### src/rtl/ad9226_capture.sv
// ad9226_capture: AD9226 multi-channel front end with a clock divider, strobed capture with bit-order fix,
// a warm-up skip, a frame FIFO and a channel-interleaved stream. Define AD9226_SIGNED_EN to get two's-complement output.
module ad9226_capture #(
    parameter int         CHANNELS   = 2,
    parameter int         DATA_W     = 12,
    parameter int         CLK_DIV    = 2,
    parameter logic [7:0] BIT_REV    = 8'b0000_0010,
    parameter int         SKIP       = 8,
    parameter int         FIFO_DEPTH = 16,
    localparam int        CHAN_W     = (CHANNELS > 1) ? $clog2(CHANNELS) : 1
) (
    input  logic                       CLOCK_50,
    input  logic                       RESET_N,
    input  logic                       EN,
    output logic [CHANNELS-1:0]        ADC_CLK,
    input  logic [CHANNELS*DATA_W-1:0] ADC_DATA,
    output logic [DATA_W-1:0]          M_DATA,
    output logic [CHAN_W-1:0]          M_CHAN,
    output logic                       M_LAST,
    output logic                       M_VALID,
    input  logic                       M_READY,
    output logic                       OVERFLOW,
    input  logic                       CLR_OVF
);
    localparam int DIV_W   = $clog2(2 * CLK_DIV);
    localparam int SKIP_W  = (SKIP > 0) ? $clog2(SKIP + 1) : 1;
    localparam int ADDR_W  = $clog2(FIFO_DEPTH);
    localparam int FRAME_W = CHANNELS * DATA_W;
    localparam logic [DIV_W-1:0]  DIV_LAST  = DIV_W'(2 * CLK_DIV - 1);
    localparam logic [DIV_W-1:0]  DIV_HALF  = DIV_W'(CLK_DIV);
    localparam logic [CHAN_W-1:0] CHAN_LAST = CHAN_W'(CHANNELS - 1);

    typedef enum logic {S_EMPTY, S_SEND} state_t;

    logic [DIV_W-1:0]   r_div_cnt;
    logic [DIV_W-1:0]   w_div_next;
    logic               r_adc_clk;
    logic               w_strobe;
    logic               r_en_d;
    logic [SKIP_W-1:0]  r_skip_cnt;
    logic               w_warm;
    logic               w_capture;
    logic [FRAME_W-1:0] w_frame;
    logic [FRAME_W-1:0] r_mem [FIFO_DEPTH];
    logic [ADDR_W-1:0]  r_wr_ptr;
    logic [ADDR_W-1:0]  r_rd_ptr;
    logic [ADDR_W:0]    r_count;
    logic               w_full;
    logic               w_push;
    logic               w_pop;
    logic               w_drop;
    logic               r_ovf;
    state_t             r_state;
    logic [CHAN_W-1:0]  r_chan;
    logic [CHAN_W-1:0]  w_chan_inc;
    logic               w_chan_last;
    logic [DATA_W-1:0]  r_data;
    logic               r_last;
    logic [FRAME_W-1:0] w_head;
    logic [FRAME_W-1:0] w_next_head;

    // The strobe is the divider wrap, which is also the edge where ADC_CLK rises.
    assign w_strobe   = EN && (r_div_cnt == DIV_LAST);
    assign w_div_next = (!EN || w_strobe) ? '0 : r_div_cnt + DIV_W'(1);

    always_ff @(posedge CLOCK_50 or negedge RESET_N) begin
        if (!RESET_N) begin
            r_div_cnt <= '0;
            r_adc_clk <= 1'b0;
        end else begin
            r_div_cnt <= w_div_next;
            r_adc_clk <= EN && (w_div_next < DIV_HALF);
        end
    end

    assign ADC_CLK = {CHANNELS{r_adc_clk}};

    generate
        for (genvar gi = 0; gi < CHANNELS; gi++) begin : g_chan
            logic [DATA_W-1:0] w_raw;
            logic [DATA_W-1:0] w_ordered;
            assign w_raw = ADC_DATA[gi*DATA_W +: DATA_W];
            if (BIT_REV[gi]) begin : g_rev
                for (genvar bi = 0; bi < DATA_W; bi++) begin : g_bit
                    assign w_ordered[bi] = w_raw[DATA_W-1-bi];
                end
            end else begin : g_fwd
                assign w_ordered = w_raw;
            end
`ifdef AD9226_SIGNED_EN
            assign w_frame[gi*DATA_W +: DATA_W] = {~w_ordered[DATA_W-1], w_ordered[DATA_W-2:0]};
`else
            assign w_frame[gi*DATA_W +: DATA_W] = w_ordered;
`endif
        end
    endgenerate

    assign w_warm      = (r_skip_cnt != '0);
    assign w_capture   = w_strobe && !w_warm;
    assign w_full      = (r_count == (ADDR_W+1)'(FIFO_DEPTH));
    assign w_chan_last = (r_chan == CHAN_LAST);
    assign w_chan_inc  = r_chan + CHAN_W'(1);
    assign w_pop       = (r_state == S_SEND) && M_READY && w_chan_last;
    // A pop on the same edge frees the slot, so a full FIFO still accepts the frame.
    assign w_push      = w_capture && (!w_full || w_pop);
    assign w_drop      = w_capture && w_full && !w_pop;
    assign w_head      = r_mem[r_rd_ptr];
    assign w_next_head = r_mem[r_rd_ptr + ADDR_W'(1)];

    always_ff @(posedge CLOCK_50) begin
        if (w_push) begin
            r_mem[r_wr_ptr] <= w_frame;
        end
    end

    always_ff @(posedge CLOCK_50 or negedge RESET_N) begin
        if (!RESET_N) begin
            r_en_d     <= 1'b0;
            r_skip_cnt <= SKIP_W'(SKIP);
            r_wr_ptr   <= '0;
            r_rd_ptr   <= '0;
            r_count    <= '0;
            r_ovf      <= 1'b0;
        end else begin
            r_en_d <= EN;
            if (EN && !r_en_d) begin
                r_skip_cnt <= SKIP_W'(SKIP);
            end else if (w_strobe && w_warm) begin
                r_skip_cnt <= r_skip_cnt - SKIP_W'(1);
            end
            if (w_push) begin
                r_wr_ptr <= r_wr_ptr + ADDR_W'(1);
            end
            if (w_pop) begin
                r_rd_ptr <= r_rd_ptr + ADDR_W'(1);
            end
            case ({w_push, w_pop})
                2'b10:   r_count <= r_count + (ADDR_W+1)'(1);
                2'b01:   r_count <= r_count - (ADDR_W+1)'(1);
                default: r_count <= r_count;
            endcase
            if (w_drop) begin
                r_ovf <= 1'b1;
            end else if (CLR_OVF) begin
                r_ovf <= 1'b0;
            end
        end
    end

    always_ff @(posedge CLOCK_50 or negedge RESET_N) begin
        if (!RESET_N) begin
            r_state <= S_EMPTY;
            r_chan  <= '0;
            r_data  <= '0;
            r_last  <= 1'b0;
        end else begin
            case (r_state)
                S_EMPTY: begin
                    if (r_count != '0) begin
                        r_state <= S_SEND;
                        r_chan  <= '0;
                        r_data  <= w_head[0 +: DATA_W];
                        r_last  <= (CHANNELS == 1);
                    end
                end
                S_SEND: begin
                    if (M_READY) begin
                        if (w_chan_last) begin
                            r_chan <= '0;
                            r_last <= (CHANNELS == 1);
                            // Back-to-back frames continue without a bubble.
                            if (r_count > (ADDR_W+1)'(1)) begin
                                r_data <= w_next_head[0 +: DATA_W];
                            end else begin
                                r_state <= S_EMPTY;
                            end
                        end else begin
                            r_chan <= w_chan_inc;
                            r_data <= w_head[w_chan_inc*DATA_W +: DATA_W];
                            r_last <= (w_chan_inc == CHAN_LAST);
                        end
                    end
                end
                default: r_state <= S_EMPTY;
            endcase
        end
    end

    assign M_VALID  = (r_state == S_SEND);
    assign M_DATA   = r_data;
    assign M_CHAN   = r_chan;
    assign M_LAST   = r_last;
    assign OVERFLOW = r_ovf;
endmodule

### config.mk
export PLATFORM = sky130hd
export DESIGN_NAME = ad9226_capture
export DESIGN_NICKNAME = d
export VERILOG_FILES = /design/src/rtl/ad9226_capture.sv
export SDC_FILE = /design/constraint.sdc
export NUM_CORES = 1
export LEC_CHECK = 0
export ABC_AREA = 1
export CAP_MARGIN = 10
export CORE_MARGIN = 4
export CORE_UTILIZATION = 45
export DETAILED_ROUTE_END_ITERATION = 10
export MAX_ROUTING_LAYER = met4
export SYNTH_ARGS = -nofsm -noshare
export SYNTH_HDL_FRONTEND = slang
export SYNTH_SLANG_ARGS = --single-unit
### constraint.sdc
create_clock -name CLOCK_50 -period 7.33 [get_ports CLOCK_50]
set_input_delay 2.199 -clock CLOCK_50 [delete_from_list [all_inputs] [get_ports CLOCK_50]]
set_output_delay 2.199 -clock CLOCK_50 [all_outputs]
set_load 0.01 [all_outputs]
==> reports/qor.yml <==
status: "finished, final reports clean"
post-route-period-util_pct: 58.4
rr_worst_depth: 9
synth_area_per_cell_um2: 9.34
place.gp.congestion: 0.851
r2r-start: "r_rd_ptr[0]"
power_density_nw_per_um2: 382
slew_headroom_pct: 23.8
grtUsageTotal_pct: 23.5
cp.required_ns: 5.13
hold_buffers: 0
cp_top_family: "flip-flops"
hpwl_um: 33100
syn_area_um2: 20300
cts_setup_buffers: 0
synthArstFlopShare_pct: 8.57
ys_ff_latch: 420
cts_tree: "done"
grt_antenna_before_repair: 1
synth_common_cells: "nand2_1 (625), nand3_1 (515), edfxtp_1 (384)"
cp.arrival_ns: 2.08
cts-resized-gates: 0
grt_pass1_wl_um: 83400
synth_cell_types: 35
setup_viol_count_final: 0
dr.pass1.iters: 8
die_h_um: 220
port_buffers: 46
cts_inserted_buffers: 44
peakVddDrop_mv: 0.711
clkSlewWorstSetupHoldPaths_ns: 0.06
rrSetupSlack_ns: 3.53
ys_warn_count: 0
end_kind: "primary output"
fin_tns_setup_ns: 0
io_pins: 47
routed-via-count: 14800
grt_pass1_vias: 14000
core.rowCount: 77
drt-total-wl_um: 55100
postRouteAntennaNets: 0
crit_path_start_kind: "flip-flop"
min-delay-start: "r_div_cnt[0]"
placedInstanceArea_um2: 21000
finClkSkew_ns: 0.0156
drv_slew: 0
synth.yosys.seq_area_share_pct: 61.2
total_power_mw: 8.58
fin_util_pct: 50.5
grt_max_degree: 148
cts_sinks: 420
cts.htree.levels: 2
synth_top_area_share_pct: 56.8
path_buf_inv: 1
min_path_cells: 1
crit_chain: "clkdlybuf4s50_1"
layout_min_cycle_time_ns: 4.28
syn2layout_area_growth_pct: 10.4
final_layout_size_suffix_gt1_share_pct: 6.65
cp_slowest_stage_delay_ns: 0.83
slowest_stage: "dfrtp_1"
critical_path_class: "flip-flop to primary output"
synth_edf_count: 384
syn_inst: 2174
max_freq_ghz: 0.234
wl_per_cell_um: 19.9
postLayoutCellArea_um2: 22400
synth_most_common_cell: "nand2_1"
grt.overflow.total: 0
rr_endpoint: "M_DATA[7]"
via_per_inst: 5.33
timing.final.hold_violations: 0
synthFlopType: "edfxtp_1"
clk_latency_ns: 0.58
worstPathMaxFanout: 17
syn_nets: 2215
hp-class: "flip-flop to flip-flop"
clockBufferDepth: 3
dr.first_iter.drc_count: 1322
hold_ws_ns: 0.446
clockRootBuffer: "clkbuf_16"
worstMarginPinSlew_ns: 1.14
initial_core_util_pct: 45.7
leakagePower_nw: 9.41
maxCapViolCount: 0
die-area_um2: 48600
synth_area_leader_cell: "edfxtp_1"
min_to: "r_div_cnt[0]"
rsz0062_at_grt: "no"
die_x_um: 220
drc_errors: 0
netlist_top_cells_area: "edfxtp_1 (57%), nand3_1 (13%), nand2_1 (12%)"
design.core.area_um2: 44400
finalNetCount: 2191
worst max-delay path by stage:
| stage | from | endpoint | slack, ns | cells past startpoint |
|---|---|---|---|---|
| 2_1_floorplan | M_READY | r_mem[11][0] | 3.11 | 6 |
| 3_3_place_gp | M_READY | r_mem[7][16] | 2.56 | 7 |
| 3_5_place_dp | M_READY | r_mem[15][17] | 2.48 | 7 |
| 4_1_cts | M_LAST | M_CHAN | 3.00 | 1 |
| 5_1_grt | M_READY | r_mem[15][17] | 2.96 | 7 |
| 6_report | M_LAST | M_LAST | 3.05 | 1 |
per-layer routing:
| metal | vias to the layer above | routed length (µm) | track usage [%] |
|---|---|---|---|
| met1 | 7035 | 23200 | 30.3 |
| met3 | 132 | 3570 | 3.28 |
| met4 | 0 | 2450 | 10.7 |
| met2 | 545 | 25900 | 37.1 |
| li1 | 7077 | - | - |
| met5 | - | 0 | - |
area by class of cell:
class,instances,area [µm²]
clock inverter,24,249
timing repair buffer,57,551
sequential,420,12400
tap,592,741
clock buffer,54,1170
fill,3965,22000
multi-input combinational,1296,6030
antenna,1,2.50
inverter,331,1250
sequential cells by signal, indices dropped and copies added, names as in the netlist:
name        count
r_mem         384
M_DATA         12
r_count         5
r_rd_ptr        4
r_skip_cnt      4
r_wr_ptr        4
r_div_cnt       2
M_LAST          1
M_VALID         1
OVERFLOW        1
r_adc_clk       1
r_en_d          1
power by group:
group	switching [mW]	total [mW]	leakage (nW)	internal (mW)
Sequential	0.225	2.92	3.87	2.69
Combinational	2.39	3.43	4.85	1.04
Clock	0.918	2.23	0.702	1.31
through the flow:
| step | worst slack, ns | cells |
|---|---|---|
| after global placement | 2.56 | 2696 |
| after CTS | 3.00 | 2774 |
| after detailed placement | 2.48 | 2696 |
| after floorplan | 3.11 | 2174 |
| final | 3.05 | 2775 |
| after global routing | 2.96 | 2775 |
placed cells by master, fill, tap and decap left out, types with 23 or more instances in the layout:
cell and instances:
nand2_1 625, nand3_1 515, edfxtp_1 384, inv_1 323, clkbuf_16 45, clkdlybuf4s50_1 45
dfrtp_1 32, or2_2 30, a21oi_1 25, nor2_1 23
cell families after synthesis:
group / after synthesis / share of synthesized area (%)
AOI/OAI and AO/OA: 53 / 1.50
buffers and inverters: 458 / 9.77
and+or+nand+nor: 1223 / 26.4
DFF: 420 / 61.2
xor gates and xnor gates: 8 / 0.419
adders and majority gates: 12 / 0.739
Note: power is estimated with default switching activity, not from simulation.
